--- config.mk ---
export PLATFORM = sky130hd
export DESIGN_NAME = sort_controller_flat
export DESIGN_NICKNAME = d
export VERILOG_FILES = /design/src/rtl/sort_pkg.sv /design/src/rtl/sort_controller_if.sv /design/src/rtl/sort_controller.sv /design/src/flat_wrapper.sv
export SDC_FILE = /design/constraint.sdc
export NUM_CORES = 1
export LEC_CHECK = 0
export CORE_UTILIZATION = 40
export DETAILED_ROUTE_END_ITERATION = 8
export PLACE_DENSITY = 0.7
export SLEW_MARGIN = 20
export SYNTH_ARGS = -nofsm -noshare
export SYNTH_HDL_FRONTEND = slang
export SYNTH_SLANG_ARGS = --single-unit
--- constraint.sdc ---
create_clock -name clk -period 1.9 [get_ports clk]
set_input_delay 0.285 -clock clk [delete_from_list [all_inputs] [get_ports clk]]
set_output_delay 0.285 -clock clk [all_outputs]
set_load 0.02 [all_outputs]
--- src/rtl/sort_pkg.sv ---
// Shared definitions for the 8-entry exchange-sort controller: FSM states,
// memory geometry, and the per-state control word decode.
package sort_pkg;

    localparam int K      = 8;
    localparam int ADDR_W = 3;
    localparam int DATA_W = 8;

    typedef enum logic [3:0] {
        IDLE     = 4'd0,
        LOAD_A   = 4'd1,
        LOAD_B   = 4'd2,
        CMP      = 4'd3,
        SWAP_J   = 4'd4,
        SWAP_I   = 4'd5,
        RELOAD_A = 4'd6,
        NEXT_J   = 4'd7,
        NEXT_I   = 4'd8,
        DONE     = 4'd9
    } state_t;

    typedef struct packed {
        logic ea;
        logic eb;
        logic wr;
        logic lj;
        logic ei;
        logic ej;
        logic csel;
        logic bout;
        logic busy;
        logic done;
    } ctrl_t;

    function automatic state_t next_state(input state_t s, input logic start,
                                          input logic agtb, input logic zi,
                                          input logic zj);
        state_t n;
        n = IDLE;
        case (s)
            IDLE:     if (start) n = LOAD_A; else n = IDLE;
            LOAD_A:   n = LOAD_B;
            LOAD_B:   n = CMP;
            CMP:      if (agtb) n = SWAP_J; else n = NEXT_J;
            SWAP_J:   n = SWAP_I;
            SWAP_I:   n = RELOAD_A;
            RELOAD_A: n = NEXT_J;
            NEXT_J:   if (zj) n = NEXT_I; else n = LOAD_B;
            NEXT_I:   if (zi) n = DONE; else n = LOAD_A;
            DONE:     n = IDLE;
            default:  n = IDLE;
        endcase
        return n;
    endfunction

    // i and j are stable from CMP through NEXT_J/NEXT_I, so zi/zj sampled on
    // entry give the same pointer-step decision as sampling inside the state.
    function automatic ctrl_t ctrl_for(input state_t s, input logic zi, input logic zj);
        ctrl_t c;
        c = '0;
        case (s)
            IDLE: begin
                c = '0;
            end
            LOAD_A: begin
                c.ea   = 1'b1;
                c.lj   = 1'b1;
                c.busy = 1'b1;
            end
            LOAD_B: begin
                c.csel = 1'b1;
                c.eb   = 1'b1;
                c.busy = 1'b1;
            end
            CMP: begin
                c.busy = 1'b1;
            end
            SWAP_J: begin
                c.csel = 1'b1;
                c.wr   = 1'b1;
                c.busy = 1'b1;
            end
            SWAP_I: begin
                c.bout = 1'b1;
                c.wr   = 1'b1;
                c.busy = 1'b1;
            end
            RELOAD_A: begin
                c.ea   = 1'b1;
                c.busy = 1'b1;
            end
            NEXT_J: begin
                c.ej   = ~zj;
                c.busy = 1'b1;
            end
            NEXT_I: begin
                c.ei   = ~zi;
                c.busy = 1'b1;
            end
            DONE: begin
                c.done = 1'b1;
                c.busy = 1'b1;
            end
            default: begin
                c = '0;
            end
        endcase
        return c;
    endfunction

endpackage

--- src/rtl/sort_controller_if.sv ---
// Control/status bundle between the sort controller (master) and the
// pointer/register datapath plus RAM (slave).
interface sort_controller_if;

    logic start;
    logic AgtB;
    logic zi;
    logic zj;
    logic EA;
    logic EB;
    logic WR;
    logic Li;
    logic Lj;
    logic Ei;
    logic Ej;
    logic Csel;
    logic Bout;
    logic busy;
    logic done;

    modport master (
        input  start, AgtB, zi, zj,
        output EA, EB, WR, Li, Lj, Ei, Ej, Csel, Bout, busy, done
    );

    modport slave (
        output start, AgtB, zi, zj,
        input  EA, EB, WR, Li, Lj, Ei, Ej, Csel, Bout, busy, done
    );

endinterface

--- src/rtl/sort_controller.sv ---
// Moore FSM sequencing an in-place exchange sort of an 8-entry memory through
// an external datapath; control outputs are registered alongside the state.
module sort_controller
    import sort_pkg::*;
(
    input  logic              clk,
    input  logic              rst,
    sort_controller_if.master bus
);

    state_t state_r;
    state_t state_next_s;
    ctrl_t  ctrl_r;

    assign state_next_s = next_state(state_r, bus.start, bus.AgtB, bus.zi, bus.zj);

    // FSM: advance the state and register the control word of the state being entered
    always_ff @(posedge clk) begin
        if (rst) begin
            state_r <= IDLE;
            ctrl_r  <= '0;
        end else begin
            state_r <= state_next_s;
            ctrl_r  <= ctrl_for(state_next_s, bus.zi, bus.zj);
        end
    end

    // i must be cleared on the same edge that accepts start, so Li follows start directly
    assign bus.Li   = (state_r == IDLE) & bus.start;
    assign bus.EA   = ctrl_r.ea;
    assign bus.EB   = ctrl_r.eb;
    assign bus.WR   = ctrl_r.wr;
    assign bus.Lj   = ctrl_r.lj;
    assign bus.Ei   = ctrl_r.ei;
    assign bus.Ej   = ctrl_r.ej;
    assign bus.Csel = ctrl_r.csel;
    assign bus.Bout = ctrl_r.bout;
    assign bus.busy = ctrl_r.busy;
    assign bus.done = ctrl_r.done;

endmodule
--- src/flat_wrapper.sv ---
// flat-port wrapper written by rule: the top's interface ports become plain ports
module sort_controller_flat import sort_pkg::*;
  (clk, rst, bus_start, bus_AgtB, bus_zi, bus_zj, bus_EA, bus_EB, bus_WR, bus_Li, bus_Lj, bus_Ei, bus_Ej, bus_Csel, bus_Bout, bus_busy, bus_done);
  sort_controller_if bus_i ();
  input  logic clk;
  input  logic rst;
  input wire logic [$bits(bus_i.start)-1:0] bus_start;
  input wire logic [$bits(bus_i.AgtB)-1:0] bus_AgtB;
  input wire logic [$bits(bus_i.zi)-1:0] bus_zi;
  input wire logic [$bits(bus_i.zj)-1:0] bus_zj;
  output wire logic [$bits(bus_i.EA)-1:0] bus_EA;
  output wire logic [$bits(bus_i.EB)-1:0] bus_EB;
  output wire logic [$bits(bus_i.WR)-1:0] bus_WR;
  output wire logic [$bits(bus_i.Li)-1:0] bus_Li;
  output wire logic [$bits(bus_i.Lj)-1:0] bus_Lj;
  output wire logic [$bits(bus_i.Ei)-1:0] bus_Ei;
  output wire logic [$bits(bus_i.Ej)-1:0] bus_Ej;
  output wire logic [$bits(bus_i.Csel)-1:0] bus_Csel;
  output wire logic [$bits(bus_i.Bout)-1:0] bus_Bout;
  output wire logic [$bits(bus_i.busy)-1:0] bus_busy;
  output wire logic [$bits(bus_i.done)-1:0] bus_done;
  assign bus_i.start = bus_start;
  assign bus_i.AgtB = bus_AgtB;
  assign bus_i.zi = bus_zi;
  assign bus_i.zj = bus_zj;
  assign bus_EA = bus_i.EA;
  assign bus_EB = bus_i.EB;
  assign bus_WR = bus_i.WR;
  assign bus_Li = bus_i.Li;
  assign bus_Lj = bus_i.Lj;
  assign bus_Ei = bus_i.Ei;
  assign bus_Ej = bus_i.Ej;
  assign bus_Csel = bus_i.Csel;
  assign bus_Bout = bus_i.Bout;
  assign bus_busy = bus_i.busy;
  assign bus_done = bus_i.done;
  sort_controller u_core (.clk(clk), .rst(rst), .bus(bus_i));
endmodule
==> metrics, run 1 <==
FMAX=582 MHz; Longest Clk Path Bufs=2; Max-slew headroom=0.679; synth top area cells=dfxtp_1, nor2_1, inv_1, mux2_4, nand2b_4; via count=470; Max FO, Critical Path=9; average wire per standard cell=11.6 um; switching share of power=0.258; Max-Cap Viols=0; leak pwr=0.337 nW; Warnings, synthesis=0; Slew Limit Fails=0; Crit path max-delay family=simple AND/OR/NAND/NOR gates; Reg power frac=0.483; final setup TNS=0 ns; gr ovfl total=0; later-pin clock latency in the skew report=0.28 ns; xor/xnor share of the synthesized area=0; main combinational cell family by area after synthesis=simple AND/OR/NAND/NOR gates; syn nets=63; clock slew at reported path FFs=0.09 ns; adder-cell share of the synthesized area=0; Area Growth Syn to Fin=39.2%; Max H-tree Level=1; CP endpoint kind=output pin; Final Hold Fails=0; initial antenna violation count=0; die area=1560 um^2; CTS Sinks=14; dpl hpwl=about 760 um; postcts setup bufs=0; Synth top area share=0.499; vias in the first global route=416; nets=85; NetSw=0.000173 W; initial DRC count=14; GRT Total Usage=0.176; post-synthesis sequential area ratio=0.499; maximum vdd drop=around 440 uV; Worst-Margin Slew=0.468 ns; diode count=0; most frequent cells after synthesis=dfxtp_1, nor2_1, inv_1; P_int=0.000498 W; commonest register cell after synthesis=dfxtp_1; core area=1300 um^2; simple-gate share of the synthesized area=0.227; hold_buf cts=0; Hold Crit Class=input port to register; Avg Cell Area, Syn=9.86 um^2; Die W=39.5 um; Critical Path Start=u_core.state_r[0]$_SDFF_PP0_; RePlAce Congestion=0.753; TritonRoute pass-1 iters=4; Worst EP required=1.62 ns; cts bufs inserted=3; Starting Density=0.432; Tmin final=approximately 1.7 ns; PortBufs=16; CTS tree=built; Critical Path Start Type=register; Hold Startpoint=bus_zi; status=complete, no violations; final wirelength=1080 um; reg2reg start=u_core.state_r[2]$_SDFF_PP0_; ANT nets after route=0; crit path DAT=1.43 ns; ys async rst share=0; placed cells=89; global-route wire length before repair=1730 um; share of layout cells above drive strength 1=0.192; Setup Skew=0.00819 ns; CP max stage cell=dfxtp_1; mux cell area share after synthesis=0.0646; row cnt=13; Die Height=39.5 um; Ports=17; post-synthesis compound-gate area fraction=0.154; Crit Path Class=register to output pin; number of flops mapped to enable cells by yosys=0; worst path cell trace=nor3_1 -> and3b_1 -> dlygate4sd2_1; Unique masters post-synth=29; root buf cell=clkbuf_4; remaining routing DRC violations=0; non-filler cells, final=93; Max stage delay on crit path=0.39 ns; vias per cell=5.05; logic gate share of total power=0.203; Synth area leader=dfxtp_1; fill count=128; Final Cycle Share=0.904; Power Density=858 nW/um^2; RSZ-0062 raised after global routing=no; synthesized area=562 um^2; most frequent cell after synthesis=dfxtp_1; largest net degree at the start of global routing=10; buffers plus inverters on the worst setup path=1; post-synthesis cell count=57; Final setup viols=0; clock power share=0.314; flops & latches, synth=14
## stage by stage
step / power, W / hold slack (ns) / utilization / instance area [um^2] / worst slack, ns
final: 0.000671 / 0.568 / 0.601 / 782 / 0.183
after global routing: 0.000707 / 0.572 / 0.601 / 782 / 0.0688
after CTS: 0.000681 / 0.575 / 0.601 / 782 / 0.178
after detailed placement: 0.000469 / 0.720 / 0.574 / 747 / 0.105
after global placement: 0.000467 / 0.696 / 0.574 / 747 / 0.116
after floorplan: 0.000408 / 0.354 / - / 562 / 0.567
## flip-flops by register name (all words and copies together), names as in the netlist
signal and count:
u_core.state_r 4, u_core.bus.Bout 1, u_core.bus.Csel 1, u_core.bus.EA 1
u_core.bus.EB 1, u_core.bus.Ei 1, u_core.bus.Ej 1, u_core.bus.Lj 1
u_core.bus.WR 1, u_core.bus.busy 1, u_core.bus.done 1
## final timing paths
kind / to / slack, ns / cells past startpoint
hold / removal: u_core.bus.Ei$_SDFF_PP0_ / 0.57 / 2
setup reg to reg: u_core.bus.EA$_SDFF_PP0_ / 0.43 / 5
setup / recovery: bus_Li / 0.18 / 3
hold reg to reg: u_core.state_r[1]$_SDFF_PP0_ / 0.74 / 3
## power by group through the flow
stage / sequential, W / clock [W] / combinational [W]
finish: 0.000324 / 0.000211 / 0.000136
global route: 0.000328 / 0.000231 / 0.000148
CTS: 0.000324 / 0.000219 / 0.000137
detailed placement: 0.000331 / 0 / 0.000139
global placement: 0.000330 / 0 / 0.000137
floorplan: 0.000345 / 0 / 0.0000628
## cell type report
cell class	count	area [um^2]	share of cell area
clock buffer	4	36.3	0.0464
tap	15	18.8	0.0240
multi-input combinational	37	250	0.320
timing repair buffer	19	181	0.232
inverter	4	15.0	0.0192
sequential	14	280	0.358
## logic make-up (layout without fill, tap and decap cells)
kind of cell,after synthesis,after routing
multiplexers,3,3
flip-flops,14,14
AND/OR/NAND/NOR,22,22
buffers and inverters,6,27
AO/OA/AOI/OAI,12,12
## layout by cell type (no fill, tap or decap)
cell type        netlist  layout
and2_1                 1       1
clkdlybuf4s50_1        0      15
or2_2                  1       1
clkbuf_4               0       3
o2bb2ai_1              1       1
a21o_1                 1       1
inv_1                  4       4
dfxtp_1               14      14
clkbuf_8               0       1
nor2_1                10      10
nand3_1                1       1
o221ai_1               1       1
o21ai_2                1       1
mux2i_1                1       1
a21oi_1                2       2
buf_4                  0       3
mux2_4                 1       1
and3b_1                1       1
o21ai_0                2       2
a211o_1                1       1
nand2b_4               1       1
o2111ai_1              1       1
and3b_2                1       1
and2b_2                1       1
nand4b_1               1       1
nor3_1                 1       1
a21boi_0               1       1
nor3_2                 1       1
dlygate4sd2_1          0       1
mux2_2                 1       1
nand2_1                2       2
o21a_1                 1       1
## repair_timing
| item | CTS | global route |
|---|---|---|
| endpoints found under the hold margin | 0 | 0 |
| endpoints found under the setup margin | 1 | 0 |
| gates resized for setup | 1 | 0 |
## layer usage
metal,global-route usage,up-vias,share of wire
li1,-,237,-
met1,0.203,215,0.47
met2,0.266,16,0.45
met3,0.0568,2,0.066
met4,0.129,0,0.011
met5,0,-,0
(Power assumes the default switching activity.)
==> run 2, diff against run 1 <==
--- a/config.mk
+++ b/config.mk
@@ -7,7 +7,7 @@
 export LEC_CHECK = 0
 export CORE_UTILIZATION = 40
 export DETAILED_ROUTE_END_ITERATION = 8
-export PLACE_DENSITY = 0.7
+export PLACE_DENSITY = 0.79
 export SLEW_MARGIN = 20
 export SYNTH_ARGS = -nofsm -noshare
 export SYNTH_HDL_FRONTEND = slang
==> run 2 against run 1 <==
Core utilization unchanged. Global-route usage up 1.0 points. Register-to-register slack barely moved. Routed wire length is 9.8% higher. Sequential cell count is the same. Critical path depth stayed put. Design area unchanged. First-iteration DRC count down 36%. Combinational power barely moved. Setup slack better by 0.017 ns. Largest cell class unchanged. Largest power group unchanged.
==> metrics, run 2 (synthesis gave the netlist of run 1 again) <==
setup slack after layout=0.200 ns; hold_buf cts=0; maximum vdd drop=396 uV; diode count=0; crit path DAT=~1.4 ns; CP endpoint kind=output pin; Setup Skew=about 0.0020 ns; cts bufs inserted=3; RePlAce Congestion=0.812; FMAX=588 MHz; vias in the first global route=~450; Critical Path Start Type=register; vias per cell=approximately 5; Starting Density=0.432; Die Height=about 39 um; Final Cycle Share=0.895; PortBufs=16; share of layout cells above drive strength 1=0.192; Max H-tree Level=1; Reg with most FFs=u_core.state_r; initial antenna violation count=0; fill count=126; gr ovfl total=0; final setup TNS=0 ns; global-route wire length before repair=1900 um; Max FO, Critical Path=9; postcts setup bufs=0; TritonRoute pass-1 iters=4; clock slew at reported path FFs=0.08 ns; final wirelength=1180 um; largest net degree at the start of global routing=10; CTS Sinks=14; Slew Limit Fails=0; initial DRC count=9; CTS tree=built; root buf cell=clkbuf_4; Ports=17; Power Total=0.000676 W; worst hold slack=just under 0.6 ns; ANT nets after route=0; GRT Total Usage=0.186; average wire per standard cell=12.7 um; Final setup viols=0; Longest Clk Path Bufs=2; row cnt=13; RSZ-0062 raised after global routing=no; nets=85; Power Density=864 nW/um^2; commonest non-fill, non-tap cell in the layout=clkdlybuf4s50_1; dpl hpwl=slightly below 900 um; via count=471; Die W=39.5 um; most frequent cells in the layout=clkdlybuf4s50_1, dfxtp_1, nor2_1; Worst-Margin Slew=0.496 ns; Area Growth Syn to Fin=39.2%; Final Hold Fails=0; worst slack at placement=0.105 ns; later-pin clock latency in the skew report=0.28 ns; Hold Crit Class=input port to register; core area=1300 um^2; die area=~1600 um^2; max reg flops=4; Crit Path Class=register to output pin; remaining routing DRC violations=0; Max-slew headroom=0.660; Worst EP required=1.62 ns; status=complete, no violations; Max-Cap Viols=0; Tmin final=1.70 ns; leak pwr=0.337 nW
-- run 2: cell counts in the layout (fill, tap and decap cells not counted) --
No cell type changed its count.
-- run 2: worst max-delay path, stage by stage, from the launching register on --
cell and delay (ns):
dfxtp_1 0.38, nor3_1 0.26, and3b_1 0.18, dlygate4sd2_1 0.32
-- run 2: final cells by class --
type                    count  area [um^2]  area share
repair buffers             19          181       0.232
clock buffers               4         36.3      0.0464
well taps                  15         18.8      0.0240
inverters                   4         15.0      0.0192
flip-flops and latches     14          280       0.358
multi-input cells          37          250       0.320
-- run 2: timing repair --
item / in CTS / in global routing
hold endpoints to repair: 0 / 0
setup endpoints to repair: 1 / 0
resized for setup: 1 / 0
-- run 2: through the flow --
stage	instances	utilization	instance area (um^2)
final	93	0.601	782
after global routing	93	0.601	782
after CTS	93	0.601	782
after detailed placement	89	0.574	747
after global placement	89	0.574	747
after floorplan	57	-	562
-- run 2: path summary, 6_finish.rpt --
| check | depth (start not counted) | to | slack, ns | start |
|---|---|---|---|---|
| hold / removal | 2 | u_core.bus.Ei$_SDFF_PP0_ | 0.60 | bus_zi |
| setup / recovery | 3 | bus_Li | 0.20 | u_core.state_r[0]$_SDFF_PP0_ |
| hold reg to reg | 2 | u_core.bus.EB$_SDFF_PP0_ | 0.73 | u_core.state_r[0]$_SDFF_PP0_ |
| setup reg to reg | 5 | u_core.bus.EA$_SDFF_PP0_ | 0.43 | u_core.state_r[2]$_SDFF_PP0_ |
-- run 2: power by group --
group,internal [W],switching [W],leakage [nW]
logic,0.0000702,0.0000688,0.202
registers,0.000312,0.0000122,0.114
clock network,0.000117,0.0000962,0.0210
-- run 2: routing by layer --
layer,GRT usage,vias up,part of all wire
li1,-,235,-
met1,0.233,213,0.45
met2,0.295,19,0.48
met3,0.0341,4,0.046
met4,0.103,0,0.018
met5,0,-,0
